**src/rtl/fwd_mux_pipe.sv**
```systemverilog
// Saturating-select operand mux with a one-entry valid/ready register stage.
// Define FWD_MUX_STATS_EN to build per-source transfer counters.
module fwd_mux_pipe #(
    parameter int unsigned WIDTH   = 32,
    parameter int unsigned NUM_SRC = 4,
    parameter int unsigned SEL_W   = $clog2(NUM_SRC),
    parameter int unsigned CNT_W   = 16
) (
    input  logic                     clk,
    input  logic                     reset,
    input  logic [NUM_SRC*WIDTH-1:0] d_flat,
    input  logic [SEL_W-1:0]         s,
    input  logic                     in_valid,
    output logic                     in_ready,
    input  logic                     flush,
    output logic [WIDTH-1:0]         y,
    output logic [SEL_W-1:0]         sel_q,
    output logic                     out_valid,
    input  logic                     out_ready,
    input  logic                     stats_clr,
    output logic [NUM_SRC*CNT_W-1:0] stats_cnt_flat
);

    localparam logic [SEL_W-1:0] LastSrc = SEL_W'(NUM_SRC - 1);

    logic [SEL_W-1:0] eff;
    logic [WIDTH-1:0] d_sel;
    logic             capture;
    logic             xfer;

    // Any code at or beyond the last source selects the last source.
    always_comb begin
        eff = (s >= LastSrc) ? LastSrc : s;
    end

    always_comb begin
        d_sel = '0;
        for (int unsigned i = 0; i < NUM_SRC; i++) begin
            if (eff == SEL_W'(i)) begin
                d_sel = d_flat[i*WIDTH +: WIDTH];
            end
        end
    end

    assign in_ready = !out_valid || out_ready;
    assign capture  = in_valid && in_ready && !flush;
    assign xfer     = out_valid && out_ready;

    always_ff @(posedge clk or posedge reset) begin
        if (reset) begin
            y         <= '0;
            sel_q     <= '0;
            out_valid <= 1'b0;
        end else if (flush) begin
            // y and sel_q intentionally keep their last value.
            out_valid <= 1'b0;
        end else if (capture) begin
            y         <= d_sel;
            sel_q     <= eff;
            out_valid <= 1'b1;
        end else if (xfer) begin
            out_valid <= 1'b0;
        end
    end

`ifdef FWD_MUX_STATS_EN
    logic [CNT_W-1:0] cnt [NUM_SRC];

    always_ff @(posedge clk or posedge reset) begin
        if (reset) begin
            for (int unsigned i = 0; i < NUM_SRC; i++) begin
                cnt[i] <= '0;
            end
        end else if (stats_clr) begin
            for (int unsigned i = 0; i < NUM_SRC; i++) begin
                cnt[i] <= '0;
            end
        end else if (xfer) begin
            for (int unsigned i = 0; i < NUM_SRC; i++) begin
                if (sel_q == SEL_W'(i) && cnt[i] != '1) begin
                    cnt[i] <= cnt[i] + CNT_W'(1);
                end
            end
        end
    end

    always_comb begin
        stats_cnt_flat = '0;
        for (int unsigned i = 0; i < NUM_SRC; i++) begin
            stats_cnt_flat[i*CNT_W +: CNT_W] = cnt[i];
        end
    end
`else
    logic unused_stats_clr;

    assign unused_stats_clr = stats_clr;
    assign stats_cnt_flat   = '0;
`endif

endmodule

```
**config.mk**
```make
export PLATFORM = sky130hd
export DESIGN_NAME = fwd_mux_pipe
export DESIGN_NICKNAME = d
export VERILOG_FILES = /design/src/rtl/fwd_mux_pipe.sv
export SDC_FILE = /design/constraint.sdc
export NUM_CORES = 1
export LEC_CHECK = 0
export CORE_MARGIN = 4
export CORE_UTILIZATION = 32
export CTS_CLUSTER_SIZE = 30
export DETAILED_ROUTE_END_ITERATION = 8
export HOLD_SLACK_MARGIN = 0.1
export PLACE_DENSITY = 0.81
export SLEW_MARGIN = 10
export SYNTH_ARGS = -nofsm -noshare
export SYNTH_HDL_FRONTEND = slang
export SYNTH_SLANG_ARGS = --single-unit
```
**constraint.sdc**
```tcl
create_clock -name clk -period 1.95 [get_ports clk]
set_input_delay 0.195 -clock clk [delete_from_list [all_inputs] [get_ports clk]]
set_output_delay 0.195 -clock clk [all_outputs]
set_load 0.02 [all_outputs]
```
==> results of run 1 <==
-- worst max-delay path by stage --
stage,end,slack [ns],cells past startpoint
6_report,in_ready,0.23,3
5_1_grt,in_ready,0.11,3
4_1_cts,in_ready,0.20,3
3_5_place_dp,sel_q[1],0.20,5
3_3_place_gp,sel_q[0],0.22,5
2_1_floorplan,sel_q[0],0.30,4
-- tightest hold or removal path: stages --
cell             delay, ns
clkdlybuf4s50_1       0.40
inv_1                 0.05
buf_4                 0.39
-- through the flow --
step                      hold slack (ns)  power, mW
after CTS                          0.3325      2.863
final                              0.3198      2.822
after detailed placement           0.4924      2.354
after global placement             0.4895      2.329
after global routing               0.3707      2.960
after floorplan                    0.2614      1.789
-- synthesized netlist by cell type --
cell      number  area share, %
nor3b_4        1           0.68
clkbuf_1       1           0.14
mux2_4        29             16
inv_1          2           0.27
dfrtp_1       35             32
nor2_1         2           0.27
buf_12         3            2.2
buf_6          4            1.6
buf_4         64             17
buf_1          1           0.14
mux4_2        29             24
mux4_1         3            2.9
mux2_2         5            2.0
buf_2          2           0.36
nor2b_1        1           0.23
conb_1         1           0.14
-- registers in the layout, indices dropped and copies added (netlist names) --
| name | count |
|---|---|
| out_valid | 1 |
| sel_q | 2 |
| y | 32 |
-- final cells by class --
type / count / area share [%]
Timing Repair Buffer: 174 / 40.49
Multi-Input combinational cell: 134 / 34.35
Clock buffer: 7 / 1.752
Clock inverter: 1 / 0.1149
Sequential cell: 35 / 20.10
Inverter: 2 / 0.1723
Tap cell: 105 / 3.016
-- routing by layer --
| metal | vias to the layer above | share of wire, % | routed length [um] | global-route usage [%] |
|---|---|---|---|---|
| met5 | - | 0 | 0 | 0 |
| met4 | 0 | 1.0 | 78 | 3.731 |
| met3 | 6 | 13 | 1008 | 4.706 |
| met2 | 144 | 54 | 4160 | 27.54 |
| met1 | 942 | 32 | 2503 | 14.07 |
| li1 | 883 | - | - | - |
-- placed cells by master (no fill, tap or decap) --
master	count
buf_12	3
conb_1	64
mux2_2	5
nor2_1	2
clkbuf_1	2
clkinv_2	1
dfrtp_1	35
clkbuf_8	5
nor3b_4	1
mux4_1	3
nor2b_1	1
clkdlybuf4s50_1	169
mux2_4	29
buf_2	1
inv_1	2
buf_4	1
mux4_2	29
-- cell families after synthesis --
group	synth area share (%)
other	0.1365
muxes	44.56
DFF	31.89
buffers and inverters	22.23
and+or+nand+nor	1.185
-- power by group through the flow --
stage | combinational (mW) | clock (mW) | sequential, mW
global route | 1.43 | 0.542 | 0.985
finish | 1.36 | 0.492 | 0.966
detailed placement | 1.37 | 0 | 0.980
CTS | 1.38 | 0.518 | 0.968
global placement | 1.36 | 0 | 0.972
floorplan | 0.623 | 0 | 1.17
==> results.cfg, run 1 <==
[detailed_routing]
drc = 0
via_per_inst = 4.312
wl_per_cell_um = 16.92
initialDrtViolationCount = 17
firstDrtPassIters = 4
ant_nets = 0
drt-total-wl_um = 7751
dr_total_vias = 1975

[die]
fp.dieArea_mm2 = 0.01013
rows = 33
coreArea_mm2 = 0.008299
initial_core_util_pct = 33.09
die_w_um = 100.6
io_pins = 236
die_h_um = 100.6

[sta]
drv_slew = 0
final.min_clock_period_ns = 1.722
setup_slack_ns = 0.2279
setup_viol = 0
final.setup.tns_ns = 0
rsz0062_at_grt = no
fmax_mhz = 580.7
fin_worst_skew_ns = 0.004235
period_share_pct = 88.31
hold_viol = 0

[clock_tree]
cts_resized = 0
hold_buffers = 0
cts_made_buffers = 5
cts_tree = built
cts.sinks = 35
htreeDepth = 2
cts_setup_buffers = 0
cts_max_path_buffers = 2
clk_latency_ns = 0.28
clkTransAtPathRegs_ns = 0.07
cts_root_buf = clkbuf_8

[finish]
drive_gt1_share_pct = 21.25
final_nets = 488
n_fill_cell = 717
syn_to_final_growth_pct = 58.63
utilization_pct = 52.50
seq_area_um2 = 875.8
layout.cells.non_filler = 458
diodes = 0
finalInstanceArea_mm2 = 0.004357
multi_input_area_mm2 = 0.001496

[global_route]
grt_usage_pct = 14.12
grt_overflow = 0
grt_pass1_vias = 2138
grt_start_max_net_pins = 36
grt_first_pass_wirelength_um = 11010
antenna_found_initial = 0

[pwr]
p_int_mw = 1.935
irDropWorstVdd_mv = 0.2694
swShare_pct = 31.44
leakage_nw = 1.826
p_clk_share_pct = 17.4
seqPwrFrac_pct = 34.2
netSwitchingPower_uw = 887.0
pwr-share-comb_pct = 48.3
cellPowerDensity_mw_per_mm2 = 647.7

[worst_setup_path]
r2r_cells = 4
crit_path_start = out_valid
cp-start-kind = flip-flop
r2r-end = sel_q[1]
cp_cell_sequence = nor2b_1 -> inv_1 -> clkdlybuf4s50_1
reg2reg_from = out_valid
endpoint_kind = primary output
cp.required_ns = 1.75
max_stage_delay_ns = 0.54
r2r_slack_ns = 0.40
crit_arrival_ns = 1.53
crit_family = buffers and inverters
path_buf_inv = 2
crit_fanout = 3
crit_type = reg -> out
crit_slowest_cell = clkdlybuf4s50_1

[synth]
ys_warn_count = 0
syn_area_per_cell_um2 = 15.01
synthesis.instances = 183
ys_seq_area_share_pct = 31.89
yosysUniqueCellTypes = 16
ys_ff_latch = 35
synth_area_mm2 = 0.002746

[placement]
numPortBuffers = 170
place_congestion = 0.7061
dp_slack_ns = 0.2002
dpl_cell_area_mm2 = 0.004275
hpwl_um = 6355
place_inst = 450

[worst_hold_path]
min_path_type = in -> async

[outcome]
status = finished, final reports clean

[job]
maxCapViolCount = 0
(Power assumes the default switching activity.)
==> inputs of run 2 (changes only) <==
Settings changed: CAP_MARGIN set to 20, CELL_PAD_IN_SITES_DETAIL_PLACEMENT set to 1, CELL_PAD_IN_SITES_GLOBAL_PLACEMENT set to 1, CORE_UTILIZATION 32 to 23, PLACE_DENSITY 0.81 to not set, PLACE_DENSITY_LB_ADDON set to 0.1.
==> results.cfg, run 2 (synthesis results as in run 1) <==
[detailed_routing]
drt-total-wl_um = 8171
drc = 0
dr_total_vias = 1993
ant_nets = 0
via_per_inst = 4.018
wl_per_cell_um = 16.47
firstDrtPassIters = 4
initialDrtViolationCount = 57

[worst_setup_path]
crit_type = reg -> out
crit_slowest_cell = clkdlybuf4s50_1
max_stage_delay_ns = 0.55
path_buf_inv = 2
cp.required_ns = 1.75
crit_family = buffers and inverters
cp-start-kind = flip-flop
cp_cell_sequence = nor2b_1 -> inv_1 -> clkdlybuf4s50_1
crit_fanout = 3
endpoint_kind = primary output
crit_arrival_ns = 1.55

[global_route]
grt_pass1_vias = 2251
antenna_found_initial = 0
grt_start_max_net_pins = 35
grt_first_pass_wirelength_um = 11780
grt_usage_pct = 11.22
grt_overflow = 0

[sta]
fmax_mhz = 574.3
setup_viol = 0
drv_slew = 0
hold_viol = 0
final.min_clock_period_ns = 1.741
tightest_slew_ns = 0.5507
max_slew_margin_pct = 63.06
period_share_pct = 89.30
fin_worst_skew_ns = 0.002328
rsz0062_at_grt = no
final.setup.tns_ns = 0

[finish]
layout_commonest_cell = clkdlybuf4s50_1
largest_reg_flops = 32
drive_gt1_share_pct = 22.10
diodes = 0
final_nets = 488
utilization_pct = 38.95
reg_top3 = y x32, sel_q x2, out_valid x1
mostFrequentLayoutCells = clkdlybuf4s50_1 (168), conb_1 (64), dfrtp_1 (35), mux4_2 (29), mux2_4 (29)
n_fill_cell = 1257
top_register = y
syn_to_final_growth_pct = 64.01

[die]
fp.dieArea_mm2 = 0.01375
rows = 39
io_pins = 236
die_h_um = 117.3
coreArea_mm2 = 0.01156
die_w_um = 117.3
initial_core_util_pct = 23.75

[clock_tree]
cts_resized = 0
cts_made_buffers = 5
cts_root_buf = clkbuf_16
cts.sinks = 35
clkTransAtPathRegs_ns = 0.05
cts_tree = built
hold_buffers = 0
cts_setup_buffers = 0
clk_latency_ns = 0.27
cts_max_path_buffers = 2
htreeDepth = 2

[job]
maxCapViolCount = 0

[pwr]
leakage_nw = 1.871
irDropWorstVdd_mv = 0.2786
cellPowerDensity_mw_per_mm2 = 724.9

[placement]
numPortBuffers = 170
hpwl_um = 6482
place_congestion = 0.6402

[worst_hold_path]
min_path_type = in -> async

[outcome]
status = finished, final reports clean
run 2: worst paths after layout:
kind                                 from  endpoint  slack, ns  cells past startpoint
min in group clk                    y[14]     y[14]       0.51                      1
worst max register to register  out_valid     y[11]       0.37                      4
max in group asynchronous           reset     y[11]       1.27                      3
worst max-delay path            out_valid  in_ready       0.21                      3
worst min register to register      y[14]     y[14]       0.51                      1
worst min-delay path                reset     y[31]       0.22                      2
run 2: area by class of cell:
type | instances | area [um2] | area share, %
Timing Repair Buffer | 174 | 1772 | 39.33
Tap cell | 143 | 178.9 | 3.972
Sequential cell | 35 | 875.8 | 19.44
Inverter | 2 | 7.507 | 0.1667
Multi-Input combinational cell | 134 | 1496 | 33.22
Clock buffer | 6 | 138.9 | 3.083
Clock inverter | 2 | 35.03 | 0.7778
run 2: routing by layer:
layer | GRT usage (%) | share of wire [%] | vias to the layer above | wire length, um
li1 | - | - | 882 | -
met2 | 19.95 | 49 | 140 | 4030
met4 | 2.294 | 0.49 | 0 | 40
met5 | 0 | 0 | - | 0
met3 | 3.753 | 12 | 2 | 985
met1 | 13.17 | 38 | 969 | 3114
run 2: report_power, final:
group	switching (mW)	total [mW]	leakage (nW)	internal [mW]
sequential	0.0838	0.966	0.413	0.882
clock	0.292	0.927	0.0868	0.635
combinational	0.568	1.37	1.37	0.804
run 2: through the flow:
step / area, um2 / instances / hold WS (ns) / total power, mW / setup slack [ns]
floorplan: 2983 / 246 / 0.2614 / 1.789 / 0.2952
global placement: 4330 / 488 / 0.4892 / 2.361 / 0.1974
detailed placement: 4330 / 488 / 0.4922 / 2.366 / 0.1628
CTS: 4504 / 496 / 0.2432 / 3.322 / 0.1742
global route: 4504 / 496 / 0.2816 / 3.438 / 0.1120
finish: 4504 / 496 / 0.2221 / 3.265 / 0.2087
==> inputs of run 3 (changes only) <==
Settings changed: CORE_UTILIZATION 23 to 21, SLEW_MARGIN 10 to not set.
Clock period 1.95 ns to 1.57 ns, I/O delays scaled along.
==> results.cfg, run 3 (synthesis results as in run 1) <==
[finish]
reg_top3 = y x32, sel_q x2, out_valid x1
drive_gt1_share_pct = 23.96
syn_to_final_growth_pct = 68.97
final_nets = 495
mostFrequentLayoutCells = clkdlybuf4s50_1 (167), conb_1 (64), dfrtp_1 (34), mux2_4 (31), mux4_2 (29)
top_register = y
diodes = 0
layout_commonest_cell = clkdlybuf4s50_1
largest_reg_flops = 32
layout.cells.non_filler = 531

[die]
initial_core_util_pct = 21.59
die_w_um = 122.4
fp.dieArea_mm2 = 0.01497
coreArea_mm2 = 0.01272
rows = 41
die_h_um = 122.4
io_pins = 236

[clock_tree]
clk_latency_ns = 0.27
cts_made_buffers = 5
htreeDepth = 2
clkTransAtPathRegs_ns = 0.05
cts_root_buf = clkbuf_16
cts.sinks = 35
cts_tree = built
cts_max_path_buffers = 2
hold_buffers = 0

[global_route]
grt_pass1_vias = 2337
grt_usage_pct = 10.90
grt_start_max_net_pins = 23
grt_first_pass_wirelength_um = 12460
antenna_found_initial = 0
grt_overflow = 0

[placement]
hpwl_um = 7171
numPortBuffers = 170
place_congestion = 0.6332
place_inst = 522

[detailed_routing]
initialDrtViolationCount = 43
firstDrtPassIters = 3
via_per_inst = 3.838
drt-total-wl_um = 8679
ant_nets = 0
drc = 0
dr_total_vias = 2038
wl_per_cell_um = 16.34

[pwr]
leakage_nw = 1.921
cellPowerDensity_mw_per_mm2 = 844.2
irDropWorstVdd_mv = 0.4370

[sta]
period_share_pct = 95.50
rsz0062_at_grt = no
setup_viol = 0
final.min_clock_period_ns = 1.499
drv_slew = 0
tightest_slew_ns = 0.5733
hold_viol = 0
max_slew_margin_pct = 61.54
fin_worst_skew_ns = 0.005249
fmax_mhz = 666.9
final.setup.tns_ns = 0

[worst_setup_path]
r2r_cells = 5
cp.required_ns = 1.72
crit_type = reg -> reg
reg2reg_from = out_valid
crit_fanout = 12
crit_arrival_ns = 1.65
endpoint_kind = flip-flop
cp-start-kind = flip-flop
r2r-end = y[5]
r2r_slack_ns = 0.07
crit_path_start = out_valid

[worst_hold_path]
min_path_type = in -> async

[job]
maxCapViolCount = 0

[outcome]
status = finished, final reports clean
run 3: cell types whose count changed in the layout (fill, tap and decap cells not counted), sizes merged:
cell           previous run  this run
buf                       6        12
bufinv                    1         0
clkbuf                    6         7
clkdlybuf4s50           168       167
dlygate4sd2               0         1
run 3: worst max-delay path by stage:
stage	slack, ns	depth (start not counted)	endpoint
final	0.07	5	y[5]
after global routing	0.02	5	y[5]
after CTS	0.02	4	y[12]
after detailed placement	-0.19	5	y[5]
after global placement	-0.16	5	y[25]
after floorplan	-0.02	4	y[13]
run 3: stage by stage:
stage | hold slack [ns] | area, um2 | power [mW] | setup slack (ns) | util (%)
3_3_place_gp | 0.4927 | 4446 | 2.964 | -0.1599 | 34.94
2_1_floorplan | 0.2197 | 2999 | 2.230 | -0.01684 | -
6_report | 0.1823 | 4641 | 3.918 | 0.07063 | 36.48
3_5_place_dp | 0.4954 | 4446 | 2.977 | -0.1865 | 34.94
5_1_grt | 0.2156 | 4641 | 4.146 | 0.01946 | 36.48
4_1_cts | 0.2009 | 4592 | 3.997 | 0.02247 | 36.09
run 3: routing by layer:
metal,vias to the layer above,track usage [%],wire length (um)
li1,899,-,-
met1,996,13.10,3306
met2,141,18.55,4235
met3,2,4.194,1098
met4,0,2.309,39
met5,-,0,0
run 3: report_power, final:
group	switching, mW	internal [mW]
Sequential	0.105	1.10
Clock	0.344	0.618
Combinational	0.722	1.03
Total	1.17	2.75
run 3: critical path, stage by stage (launching register included):
cell and delay, ns:
dfrtp_2 0.40, nor2b_4 0.14, nor3b_4 0.20, buf_12 0.15
buf_8 0.17, mux2_4 0.31
run 3: final cells by class:
cell class | instances | area (um2)
fill | 1411 | 8082
timing repair buffer | 181 | 1886
multi-input combinational | 134 | 1511
sequential | 35 | 877.1
tap | 172 | 215.2
clock buffer | 6 | 138.9
inverter | 2 | 7.507
clock inverter | 1 | 5.005
run 3: timing repair:
| action | CTS | global route |
|---|---|---|
| setup buffers | 0 | 1 |
| pin swaps | 0 | 1 |
| gates resized for setup | 2 | 1 |
| gates cloned | 0 | 1 |
| setup endpoints to repair | 8 | 3 |
